### src/rtl/bsg_vanilla_pkg.sv
// Shared FP datapath types for the vanilla core: recoded-float widths, fflags
// bit positions and the fdiv/fsqrt writeback buffer entry.
package bsg_vanilla_pkg;

  localparam int fpu_recoded_exp_width_gp  = 8;
  localparam int fpu_recoded_sig_width_gp  = 24;
  localparam int fpu_recoded_data_width_gp = fpu_recoded_exp_width_gp + fpu_recoded_sig_width_gp + 1;
  localparam int RV32_reg_addr_width_gp    = 5;
  localparam int fflags_width_gp           = 5;

  // Positions inside the {NV,DZ,OF,UF,NX} exception flag vector.
  localparam int fflags_nv_bit_gp = 4;
  localparam int fflags_dz_bit_gp = 3;
  localparam int fflags_of_bit_gp = 2;
  localparam int fflags_uf_bit_gp = 1;
  localparam int fflags_nx_bit_gp = 0;

  typedef struct packed {
    logic [RV32_reg_addr_width_gp-1:0]    rd;
    logic [fpu_recoded_data_width_gp-1:0] data;
    logic [fflags_width_gp-1:0]           fflags;
  } fdiv_wb_entry_s;

endpackage

### src/rtl/fpu_fdiv_wb_fifo.sv
// Circular buffer of completed fdiv/fsqrt results awaiting the FP regfile
// write port. Full/empty come from read/write pointers carrying an extra wrap bit.
module fpu_fdiv_wb_fifo
  import bsg_vanilla_pkg::*;
#(
  parameter int els_p = 2
) (
  input  logic           clk_i,
  input  logic           reset_n_i,
  input  logic           push_i,
  input  fdiv_wb_entry_s data_i,
  input  logic           pop_i,
  output fdiv_wb_entry_s data_o,
  output logic           full_o,
  output logic           empty_o
);

  localparam int ptr_w_lp = $clog2(els_p);

  logic [ptr_w_lp:0] wptr_q, wptr_d;
  logic [ptr_w_lp:0] rptr_q, rptr_d;
  fdiv_wb_entry_s    mem_q [els_p];
  fdiv_wb_entry_s    mem_d [els_p];
  logic              do_push, do_pop;

  assign empty_o = (wptr_q == rptr_q);
  assign full_o  = (wptr_q[ptr_w_lp] != rptr_q[ptr_w_lp])
                 && (wptr_q[ptr_w_lp-1:0] == rptr_q[ptr_w_lp-1:0]);
  assign data_o  = mem_q[rptr_q[ptr_w_lp-1:0]];

  always_comb begin
    do_push = push_i & ~full_o;
    do_pop  = pop_i & ~empty_o;
    wptr_d  = wptr_q + {{ptr_w_lp{1'b0}}, do_push};
    rptr_d  = rptr_q + {{ptr_w_lp{1'b0}}, do_pop};
    mem_d   = mem_q;
    if (do_push) begin
      mem_d[wptr_q[ptr_w_lp-1:0]] = data_i;
    end
  end

  always_ff @(posedge clk_i) begin
    if (!reset_n_i) begin
      wptr_q <= '0;
      rptr_q <= '0;
    end else begin
      wptr_q <= wptr_d;
      rptr_q <= rptr_d;
    end
  end

  // Storage is qualified by the pointers, so it needs no reset.
  always_ff @(posedge clk_i) begin
    mem_q <= mem_d;
  end

endmodule

### src/rtl/fpu_fdiv_fsqrt_wb.sv
// Writeback stage for fdiv/fsqrt results: buffers them, yields the FP regfile
// port to the FMA pipeline, and keeps a pending-rd scoreboard. Optional
// same-cycle bypass of an empty buffer is enabled by FPU_FDIV_WB_BYPASS_EN.
module fpu_fdiv_fsqrt_wb
  import bsg_vanilla_pkg::*;
#(
  parameter int exp_width_p      = 8,
  parameter int sig_width_p      = 24,
  parameter int reg_addr_width_p = 5,
  parameter int els_p            = 2
) (
  input  logic                               clk_i,
  input  logic                               reset_n_i,
  input  logic                               issue_v_i,
  input  logic [reg_addr_width_p-1:0]        issue_rd_i,
  input  logic                               fdiv_v_i,
  input  logic [reg_addr_width_p-1:0]        fdiv_rd_i,
  input  logic [exp_width_p+sig_width_p:0]   fdiv_result_i,
  input  logic [4:0]                         fdiv_fflags_i,
  output logic                               fdiv_yumi_o,
  input  logic                               fpu_wb_busy_i,
  output logic                               wb_v_o,
  output logic [reg_addr_width_p-1:0]        wb_rd_o,
  output logic [exp_width_p+sig_width_p:0]   wb_data_o,
  output logic [4:0]                         wb_fflags_o,
  output logic [2**reg_addr_width_p-1:0]     pending_o,
  output logic                               idle_o
);

  fdiv_wb_entry_s in_entry, head_entry, wb_entry;
  logic           full, empty, push, pop;
  logic [2**reg_addr_width_p-1:0] pending_q, pending_d;

  assign in_entry = '{rd: fdiv_rd_i, data: fdiv_result_i, fflags: fdiv_fflags_i};

  fpu_fdiv_wb_fifo #(.els_p(els_p)) fifo (
    .clk_i     (clk_i),
    .reset_n_i (reset_n_i),
    .push_i    (push),
    .data_i    (in_entry),
    .pop_i     (pop),
    .data_o    (head_entry),
    .full_o    (full),
    .empty_o   (empty)
  );

  // Outputs are forced low while in reset so a discarded entry never writes back.
  always_comb begin
    fdiv_yumi_o = reset_n_i & fdiv_v_i & ~full;
`ifdef FPU_FDIV_WB_BYPASS_EN
    wb_v_o   = reset_n_i & ~fpu_wb_busy_i & (~empty | fdiv_v_i);
    wb_entry = empty ? in_entry : head_entry;
    push     = fdiv_yumi_o & ~(empty & ~fpu_wb_busy_i);
`else
    wb_v_o   = reset_n_i & ~fpu_wb_busy_i & ~empty;
    wb_entry = head_entry;
    push     = fdiv_yumi_o;
`endif
    pop         = wb_v_o & ~empty;
    wb_rd_o     = wb_v_o ? wb_entry.rd     : '0;
    wb_data_o   = wb_v_o ? wb_entry.data   : '0;
    wb_fflags_o = wb_v_o ? wb_entry.fflags : '0;
  end

  // Clear before set so a same-cycle re-issue of the written rd stays pending.
  always_comb begin
    pending_d = pending_q;
    if (wb_v_o) begin
      pending_d[wb_entry.rd] = 1'b0;
    end
    if (issue_v_i) begin
      pending_d[issue_rd_i] = 1'b1;
    end
  end

  always_ff @(posedge clk_i) begin
    if (!reset_n_i) begin
      pending_q <= '0;
    end else begin
      pending_q <= pending_d;
    end
  end

  assign pending_o = pending_q;
  assign idle_o    = empty & ~|pending_q;

  issue_to_pending_rd: assert property (@(posedge clk_i) disable iff (!reset_n_i)
    issue_v_i |-> (!pending_q[issue_rd_i] || (wb_v_o && (wb_rd_o == issue_rd_i))));

endmodule

### config.mk
export PLATFORM = sky130hd
export DESIGN_NAME = fpu_fdiv_fsqrt_wb
export DESIGN_NICKNAME = d
export VERILOG_FILES = /design/src/rtl/bsg_vanilla_pkg.sv /design/src/rtl/fpu_fdiv_wb_fifo.sv /design/src/rtl/fpu_fdiv_fsqrt_wb.sv
export SDC_FILE = /design/constraint.sdc
export NUM_CORES = 1
export LEC_CHECK = 0
export CORE_ASPECT_RATIO = 1.2
export CORE_MARGIN = 2
export CORE_UTILIZATION = 55
export CTS_BUF_LIST = sky130_fd_sc_hd__clkbuf_2
export DETAILED_ROUTE_END_ITERATION = 8
export GPL_TIMING_DRIVEN = 0
export PLACE_DENSITY = 0.95
export SLEW_MARGIN = 20
export SYNTH_ARGS = -nofsm -noshare
export SYNTH_HDL_FRONTEND = slang
export SYNTH_SLANG_ARGS = --single-unit
export TNS_END_PERCENT = 20
### constraint.sdc
create_clock -name clk_i -period 5.5 [get_ports clk_i]
set_input_delay 0.825 -clock clk_i [delete_from_list [all_inputs] [get_ports clk_i]]
set_output_delay 0.825 -clock clk_i [all_outputs]
set_load 0.02 [all_outputs]
==> results.toml, run 1 <==
[clocking]
ctsResizeCount = 0
cts_max_level = 4
path_clk_slew_ps = 190
postCtsSetupBuffers = 0
max-clock-path-buffers = 2
clk_latency_ps = 670
cts_root_buffer = "clkbuf_2"
total_cts_buffers = 17
tritoncts = "done"
numClockSinks = 122
hold_buffers = 0

[cells_and_area]
n_fill_cell = 603
area_taken_by_flip_flops_and_latches_mm2 = 0.003303
final_layout_size_suffix_gt1_share_pct = 11.29
layout.cells.non_filler = 690
areaGrowthSynthToFinish_pct = 32.57
nets = 610
multi_input_area_mm2 = 0.001773
antenna-diode-count = 0

[grt]
globalRouteTotalUtil_pct = 26.32
grt_pass1_vias = 4031
initial_antenna_violation_count = 0
globalRouteOverflowTotal = 0
largest_net_degree_at_the_start_of_global_routing = 29
grt_first_pass_wirelength_um = 20710

[critical_path]
setup.worst_path.start_class = "primary input"
timing.critical_path.required_ps = 4680
critPathSlowestCell = "clkdlybuf4s50_1"
cpPeakStageDelay_ps = 660
setup.worst_path.end_class = "output pin"
worstPathMaxFanout = 10
cp_cell_sequence = "clkdlybuf4s50_1, nand2b_1, a21o_1, buf_6, buf_6, nor2_1, clkdlybuf4s50_1"
critPathKind = "primary input to output pin"
critical_path_arrival_ps = 3040

[synthesis]
yosysWarnings = 0
synth_cell_type_count = 35
mean_instance_size_in_the_synthesized_netlist_um2 = 12.95
synthCells = 406
synth.ff_latch_count = 122
syn_nets = 462
netlist_area_pre_place_mm2 = 0.005259
synth-seq-area-share_pct = 62.81

[power]
power_per_cell_area_mw_per_mm2 = 263.2
power.share.clock_pct = 30.4
p_switching_uw = 498.7
power.internal_mw = 1.337
p_leak_nw = 2.265
max-vdd-ir-drop_mv = 0.2403
proportion_of_power_drawn_by_combinational_gates_pct = 13.5
p_sw_share_pct = 27.17
p_seq_share_pct = 56.1

[die]
start_util_pct = 55.84
core.rowCount = 39
die_width_um = 93.26
core_area_mm2 = 0.009418
ioPinCount = 131
die_height_um = 111.1
die_area_mm2 = 0.01036

[sta]
fin_tns_setup_ps = 0
slew_headroom_pct = 59.82
rsz0062_at_grt = "false"
finalClockSkew_ps = 22.01
finalSetupViolations = 0
min_period_ps = 3864
report.final.slew_viol_count = 0
timing_hold_violations_final = 0
period_share_pct = 70.26
fmax_ghz = 0.2588
worst_pin_slew_ps = 599.8

[drt]
routedWlPerCell_um = 19.09
drt_drc_violations_left = 0
drt-pass1-iter-count = 7
drt_wl_total_um = 13170
vias_per_cell = 5.807
postRouteAntennaNets = 0
detail_route.iter0.violations = 273
detailroute.via_count = 4007

[placement]
post-dp-hpwl_um = 9671
globalplace.congestion = 0.8961
io_buffer_count = 127
dp.cells = 658

[min_path]
hold_path_class = "flop to flop"

[outcome]
outcome = "complete, no violations"

[job]
max_cap_viol_count = 0
-- area by class of cell --
class | instances | share of cell area, %
Multi-Input combinational cell | 251 | 25.43
Tap cell | 123 | 2.207
Clock buffer | 17 | 1.220
Sequential cell | 122 | 47.38
Inverter | 5 | 0.2692
Buffer | 28 | 2.423
Timing Repair Buffer | 129 | 18.92
Clock inverter | 15 | 2.154
-- cells in the mapped netlist (all sizes together) --
cell	count	area, µm²
ha	3	37.54
nor3b	4	50.05
a21oi	42	217.7
xnor2	4	61.32
a221oi	4	105.1
clkbuf	7	26.28
mux2	1	11.26
a311oi	32	280.3
nor3	2	15.01
and2	1	6.260
mux2i	43	430.4
nand2	34	127.6
or3b	6	52.55
buf	21	142.6
nand3	2	10.01
and3b	5	43.79
and3	2	12.51
edfxtp	86	2582
inv	4	15.01
nand2b	1	6.260
nor4	8	50.05
dfxtp	36	720.7
nor2	46	172.7
nand4	2	12.51
a21o	1	7.510
or3	2	12.51
clkinv	1	3.750
nand3b	6	45.04
-- kinds of logic after synthesis --
group / Yosys count / share of synthesized area, %
flip-flops: 122 / 62.81
AND/OR/NAND/NOR: 121 / 11.73
AO/OA/AOI/OAI: 79 / 11.61
multiplexers: 44 / 8.399
buffers and inverters: 33 / 3.568
XOR/XNOR: 4 / 1.166
adder cells (fa/ha/maj): 3 / 0.7139
-- cell usage in the layout, fill, tap and decap left out, types with 2 or more instances in the layout --
cell type        synthesis  final
buf_4                    2      2
or3_1                    2      2
a21oi_1                 40     40
clkbuf_1                 7      7
nand3_1                  2      2
buf_6                    6      6
edfxtp_1                86     86
clkinv_1                 1      4
clkdlybuf4s50_1          0    127
nor2_1                  46     46
a311oi_1                32     32
clkinv_4                 0      2
nand3b_1                 6      6
xnor2_1                  2      2
a221oi_4                 4      4
inv_1                    4      4
or3b_1                   6      6
and3b_1                  5      5
a21oi_2                  2      2
buf_1                    4      4
clkinvlp_4               0      4
nand4_1                  2      2
clkbuf_2                 0     17
buf_2                    9      9
mux2i_1                 43     43
nand2_1                 34     34
ha_2                     0      2
nor4_1                   8      8
and3_1                   2      2
dfxtp_1                 36     36
bufinv_16                0      2
nor3b_2                  4      4
inv_6                    0      3
-- flip-flops by register name, indices dropped and copies added, names as in the netlist --
| name | flops |
|---|---|
| fifo.mem_q | 86 |
| fifo.wptr_q | 2 |
| pending_o | 32 |
| fifo.rptr_q | 2 |
-- through the flow --
step                setup WS [ps]  hold WS (ps)  power [mW]  utilization [%]  instance area [µm²]
global placement             1727         521.6       1.280            70.97                 6684
finish                       1636         546.2       1.835            74.03                 6972
floorplan                    2774         528.3       1.182                -                 5259
global route                 1561         564.4       1.904            74.03                 6972
CTS                          1623         551.2       1.842            74.03                 6972
detailed placement           1643         531.1       1.297            71.53                 6736
-- critical path: cells and delay by family --
kind	cells	cell delay, ps
compound gates	1	270
simple gates	2	450
buf+inv	4	1490
-- path summary, 6_finish.rpt --
check	depth (start not counted)	slack [ps]	startpoint	endpoint
setup / recovery	7	1640	reset_n_i	wb_fflags_o[3]
setup reg to reg	5	3060	fifo.rptr_q[1]	fifo.mem_q[52]
hold reg to reg	2	550	pending_o[4]	pending_o[4]
hold / removal	2	550	pending_o[4]	pending_o[4]
-- power by group through the flow --
stage | combinational, mW | sequential, mW | clock [mW]
2_1_floorplan | 0.132 | 1.05 | 0
3_3_place_gp | 0.232 | 1.05 | 0
3_5_place_dp | 0.247 | 1.05 | 0
4_1_cts | 0.248 | 1.03 | 0.564
5_1_grt | 0.264 | 1.03 | 0.607
6_report | 0.247 | 1.03 | 0.558
-- routing by layer --
| metal | part of all wire [%] | track usage (%) | up-vias | wire length (µm) |
|---|---|---|---|---|
| met5 | 0 | 0 | - | 0 |
| met1 | 37 | 29.70 | 1905 | 4841 |
| met3 | 8.7 | 8.566 | 30 | 1149 |
| met4 | 2.4 | 10.78 | 0 | 312 |
| li1 | - | - | 1847 | - |
| met2 | 52 | 45.37 | 225 | 6868 |
No activity file was read; power rests on OpenSTA's default activity.
==> run 2, diff against run 1 <==
--- a/config.mk
+++ b/config.mk
@@ -7,11 +7,11 @@
 export LEC_CHECK = 0
 export CORE_ASPECT_RATIO = 1.2
 export CORE_MARGIN = 2
-export CORE_UTILIZATION = 55
+export CORE_UTILIZATION = 46
 export CTS_BUF_LIST = sky130_fd_sc_hd__clkbuf_2
 export DETAILED_ROUTE_END_ITERATION = 8
 export GPL_TIMING_DRIVEN = 0
-export PLACE_DENSITY = 0.95
+export PLACE_DENSITY = 0.87
 export SLEW_MARGIN = 20
 export SYNTH_ARGS = -nofsm -noshare
 export SYNTH_HDL_FRONTEND = slang
==> constraint.sdc (replaced) <==
create_clock -name clk_i -period 3.54 [get_ports clk_i]
set_input_delay 0.531 -clock clk_i [delete_from_list [all_inputs] [get_ports clk_i]]
set_output_delay 0.531 -clock clk_i [all_outputs]
set_load 0.02 [all_outputs]
==> run 2 against run 1 <==
Combinational power grew 55%. Non-clock buffer count is the same. Clock power grew 81%. Utilization shrank 10 points. Total power grew 63%. Count of clock-buffer cells in the layout is the same. Register-to-register slack lost 2000 ps. Cell count grew 4.5%. Critical path depth shrank 1. Worst hold slack lost 220 ps. Critical endpoint is now wb_data_o[25]. Largest cell class unchanged. Largest power group unchanged. Highest routed layer unchanged.
==> results.toml, run 2 (synthesized netlist as in run 1, its figures left out) <==
[die]
ioPinCount = 131
die_width_um = 101.6
die_height_um = 121.1
die_area_mm2 = 0.01231
core_area_mm2 = 0.01109
start_util_pct = 47.43
core.rowCount = 42

[critical_path]
cp_cell_sequence = "buf_6, buf_4, buf_2, mux2i_1, nor2_1, clkdlybuf4s50_1"
setup.worst_path.start_class = "flop"
cpPeakStageDelay_ps = 650
critPathKind = "flop to output pin"
critPathSlowestCell = "clkdlybuf4s50_1"
critPathTopFamily = "buffers and inverters"
setup.worst_path.end_class = "output pin"
critical_path_arrival_ps = 2730
path_buf_inv = 4
worstPathMaxFanout = 10
critical_path_depth = 6
timing.critical_path.required_ps = 3010
ff2ff_path_depth = 5

[sta]
fin_tns_setup_ps = 0
rsz0062_at_grt = "false"
slew_headroom_pct = 55.96
period_share_pct = 92.19
finalClockSkew_ps = 39.16
timing_hold_violations_final = 0
fmax_ghz = 0.3064
report.final.slew_viol_count = 0
timing.final.ws_setup_ps = 276.5
finalSetupViolations = 0
worst_pin_slew_ps = 660.6
min_period_ps = 3264

[drt]
detail_route.iter0.violations = 228
drt_drc_violations_left = 0
drt-pass1-iter-count = 4
vias_per_cell = 5.455
detailroute.via_count = 3933
postRouteAntennaNets = 0
drt_wl_total_um = 12890
routedWlPerCell_um = 17.88

[cells_and_area]
layout.cells.non_filler = 721
largest_reg_flops = 86
final_common_cell = "clkdlybuf4s50_1"
most-common-layout-cells = "127 x clkdlybuf4s50_1, 86 x edfxtp_1, 46 x nor2_1, 43 x mux2i_1, 40 x a21oi_1"
nets = 610
final_layout_size_suffix_gt1_share_pct = 11.64
antenna-diode-count = 0
registers.top_by_ff_count = "fifo.mem_q"
areaGrowthSynthToFinish_pct = 34.26

[clocking]
tritoncts = "done"
cts_max_level = 4
cts_root_buffer = "clkbuf_2"
max-clock-path-buffers = 2
clk_latency_ps = 660
total_cts_buffers = 17
hold_buffers = 0
path_clk_slew_ps = 210
numClockSinks = 122

[power]
power_per_cell_area_mw_per_mm2 = 424.2
max-vdd-ir-drop_mv = 0.3450
p_leak_nw = 2.292

[placement]
dp_slack_ps = 246.6
dp.cells = 689
io_buffer_count = 127
globalplace.congestion = 0.8659
post-dp-hpwl_um = 9125

[job]
max_cap_viol_count = 0

[grt]
grt_first_pass_wirelength_um = 20040
globalRouteTotalUtil_pct = 21.36
globalRouteOverflowTotal = 0
largest_net_degree_at_the_start_of_global_routing = 30
grt_pass1_vias = 4011
initial_antenna_violation_count = 0

[min_path]
hold_path_class = "primary input to flop"
worstHoldPathCells = 4

[outcome]
outcome = "complete, no violations"
==> run 2: cell types whose count changed in the layout (fill, tap and decap cells not counted) <==
cell | before | now
dfxtp_1 | 36 | 35
dfxtp_2 | 0 | 1
clkinv_1 | 4 | 3
clkinvlp_4 | 4 | 3
clkinv_4 | 2 | 3
inv_6 | 3 | 2
bufinv_16 | 2 | 4
==> run 2: final timing paths <==
check	startpoint	endpoint	slack, ps
worst max-delay path	fifo.rptr_q[0]	wb_data_o[25]	280
worst min-delay path	issue_rd_i[4]	pending_o[11]	330
worst max register to register	fifo.rptr_q[1]	fifo.mem_q[20]	1100
worst min register to register	pending_o[5]	pending_o[5]	560
==> run 2: cell type report <==
class	instances	area (µm²)
Buffer	28	168.9
Clock buffer	17	85.08
Clock inverter	15	198.9
Fill cell	862	4028
Inverter	5	18.77
Multi-Input combinational cell	251	1773
Sequential cell	122	3304
Tap cell	154	192.7
Timing Repair Buffer	129	1319
==> run 2: layer usage <==
layer	global-route usage [%]	part of all wire (%)	wire length (µm)	vias to the layer above
li1	-	-	-	1842
met2	37.29	51	6609	189
met5	0	0	0	-
met1	24.55	38	4956	1884
met3	7.316	9.1	1179	18
met4	6.166	1.1	148	0
==> run 2: worst reg2reg max path: stages, from the launching register on <==
cell	delay, ps
dfxtp_1	380
xnor2_2	520
inv_1	120
a21oi_1	220
ha_2	660
buf_16	260
==> run 2: power by group <==
part,switching (mW),leakage [nW],internal [mW],total [mW]
clock,0.549,0.156,0.465,1.01
sequential,0.0216,1.08,1.58,1.60
combinational,0.206,1.06,0.176,0.382
total,0.776,2.29,2.22,2.99
==> run 2: timing repair <==
| action | 4_1_cts | 5_1_grt |
|---|---|---|
| buffers inserted | 0 | 0 |
| setup endpoints to repair | 0 | 12 |
| gates resized for setup | 0 | 1 |
==> run 2: metrics by stage <==
stage          cell area [µm²]  hold slack [ps]  total power [mW]  utilization [%]
2_1_floorplan             5259            528.3             1.837                -
3_3_place_gp              6723            524.6             1.991            60.63
3_5_place_dp              6775            537.9             2.011            61.10
4_1_cts                   7059            275.4             3.008            63.67
5_1_grt                   7061            287.3             3.099            63.68
6_report                  7061            326.8             2.995            63.68
==> run 3, diff against run 2 <==
--- a/config.mk
+++ b/config.mk
@@ -7,9 +7,10 @@
 export LEC_CHECK = 0
 export CORE_ASPECT_RATIO = 1.2
 export CORE_MARGIN = 2
-export CORE_UTILIZATION = 46
+export CORE_UTILIZATION = 59
 export CTS_BUF_LIST = sky130_fd_sc_hd__clkbuf_2
 export DETAILED_ROUTE_END_ITERATION = 8
+export DONT_BUFFER_PORTS = 1
 export GPL_TIMING_DRIVEN = 0
 export PLACE_DENSITY = 0.87
 export SLEW_MARGIN = 20
==> run 3 against run 2 <==
Design area down 13%. Clock skew down 14 ps. Total power down 2.2%. Maximum frequency rose by 8.3%. Sequential share of layout area increased by 6.7 points. Register-to-register slack improved by 20 ps. Utilization grew 8.0 points. Global-route usage grew 4.7 points. First-iteration DRC count increased by 35%. Die area shrank 21%. Largest cell class unchanged.
==> results.toml, run 3 (synthesized netlist as in run 1, its figures left out) <==
[critical_path]
critPathKind = "flop to output pin"
critPathSlowestCell = "dfxtp_1"
critical_path_arrival_ps = 2480
setup.worst_path.start_class = "flop"
timing.critical_path.required_ps = 3010
cp_cell_sequence = "buf_6, buf_4, buf_2, mux2i_1, nor2_1"
worstPathMaxFanout = 10
critPathTopFamily = "buffers and inverters"
path_buf_inv = 3
cpPeakStageDelay_ps = 590
setup.worst_path.end_class = "output pin"

[clocking]
postCtsSetupBuffers = 0
total_cts_buffers = 17
cts_max_level = 4
clk_latency_ps = 660
max-clock-path-buffers = 2
tritoncts = "done"
path_clk_slew_ps = 200
numClockSinks = 122
hold_buffers = 44
cts_root_buffer = "clkbuf_2"
ctsResizeCount = 0

[sta]
fin_tns_setup_ps = 0
min_period_ps = 3014
finalSetupViolations = 0
slew_headroom_pct = 57.63
finalClockSkew_ps = 24.92
period_share_pct = 85.15
report.final.slew_viol_count = 0
rsz0062_at_grt = "false"
timing.final.ws_setup_ps = 525.7
fmax_ghz = 0.3317
timing_hold_violations_final = 0
finalHoldWorstSlack_ps = 147.8
worst_pin_slew_ps = 630.6

[power]
power_per_cell_area_mw_per_mm2 = 474.5
proportion_of_power_drawn_by_combinational_gates_pct = 10.6
max-vdd-ir-drop_mv = 0.4212
p_sw_share_pct = 26.06
power.internal_mw = 2.166
power.share.clock_pct = 34.6
p_seq_share_pct = 54.8
p_switching_uw = 763.7
p_leak_nw = 2.022

[die]
die_height_um = 107.4
die_width_um = 90.19
start_util_pct = 61.07
ioPinCount = 131
core_area_mm2 = 0.008611
die_area_mm2 = 0.009688
core.rowCount = 37

[drt]
postRouteAntennaNets = 0
drt_drc_violations_left = 0
drt-pass1-iter-count = 5
drt_wl_total_um = 12230
detail_route.iter0.violations = 308
routedWlPerCell_um = 20.35
detailroute.via_count = 3703
vias_per_cell = 6.161

[outcome]
outcome = "complete, no violations"

[cells_and_area]
most-common-layout-cells = "86 x edfxtp_1, 46 x nor2_1, 44 x dlygate4sd3_1, 43 x mux2i_1, 40 x a21oi_1"
area_taken_by_flip_flops_and_latches_mm2 = 0.003303
final_common_cell = "edfxtp_1"
nets = 527
n_fill_cell = 594
antenna-diode-count = 0
multi_input_area_mm2 = 0.001773
largest_reg_flops = 86
final_layout_size_suffix_gt1_share_pct = 13.84
areaGrowthSynthToFinish_pct = 17.42
registers.top_by_ff_count = "fifo.mem_q"

[grt]
grt_pass1_vias = 3834
globalRouteTotalUtil_pct = 26.05
initial_antenna_violation_count = 0
largest_net_degree_at_the_start_of_global_routing = 29
globalRouteOverflowTotal = 0
grt_first_pass_wirelength_um = 19390

[min_path]
hold_path_class = "primary input to flop"

[placement]
io_buffer_count = 0
dp_slack_ps = 1121
post-dp-hpwl_um = 7822
globalplace.congestion = 0.9297

[job]
max_cap_viol_count = 0
## run 3: cell types whose count changed in the layout (fill, tap and decap cells not counted), moves of 2 or more
cell,delta
clkinv_2,+2
clkdlybuf4s50_1,-127
clkinv_1,-2
dlygate4sd3_1,+44
## run 3: stage by stage
step | utilization (%) | cell area [µm²] | power (mW) | instances
floorplan | - | 5259 | 1.837 | 406
detailed placement | 63.30 | 5450 | 1.893 | 525
finish | 71.71 | 6175 | 2.930 | 601
global route | 71.71 | 6175 | 3.026 | 601
global placement | 62.77 | 5405 | 1.879 | 523
CTS | 71.71 | 6175 | 2.928 | 601
## run 3: worst paths after layout
kind | from | to | slack [ps] | cells after the start
setup / recovery | fifo.rptr_q[0] | wb_data_o[18] | 530 | 5
hold / removal | issue_rd_i[0] | pending_o[4] | 150 | 3
setup reg to reg | fifo.rptr_q[1] | fifo.mem_q[15] | 1120 | 5
hold reg to reg | fifo.rptr_q[1] | fifo.rptr_q[1] | 580 | 2
## run 3: final cells by class
type / count / share of cell area (%)
flip-flops and latches: 122 / 53.50
multi-input cells: 251 / 28.71
repair buffers: 46 / 7.781
clock inverters: 14 / 3.141
plain buffers: 28 / 2.736
well taps: 117 / 2.371
clock buffers: 18 / 1.459
inverters: 5 / 0.3040
## run 3: power groups by stage
stage | Combinational, mW | Sequential [mW] | Clock, mW
6_report | 0.309 | 1.61 | 1.02
5_1_grt | 0.332 | 1.61 | 1.08
4_1_cts | 0.303 | 1.60 | 1.02
3_5_place_dp | 0.257 | 1.64 | 0
3_3_place_gp | 0.243 | 1.64 | 0
2_1_floorplan | 0.206 | 1.63 | 0
## run 3: layer usage
metal | global-route usage, % | vias to the layer above | part of all wire [%]
met2 | 46.62 | 230 | 53
met1 | 28.85 | 1777 | 35
met4 | 9.560 | 0 | 2.1
li1 | - | 1675 | -
met3 | 8.894 | 21 | 10
met5 | 0 | - | 0
## run 3: worst min-delay path: stages
cell,delay [ps]
nor3b_2,70
a21oi_1,130
a311oi_1,50
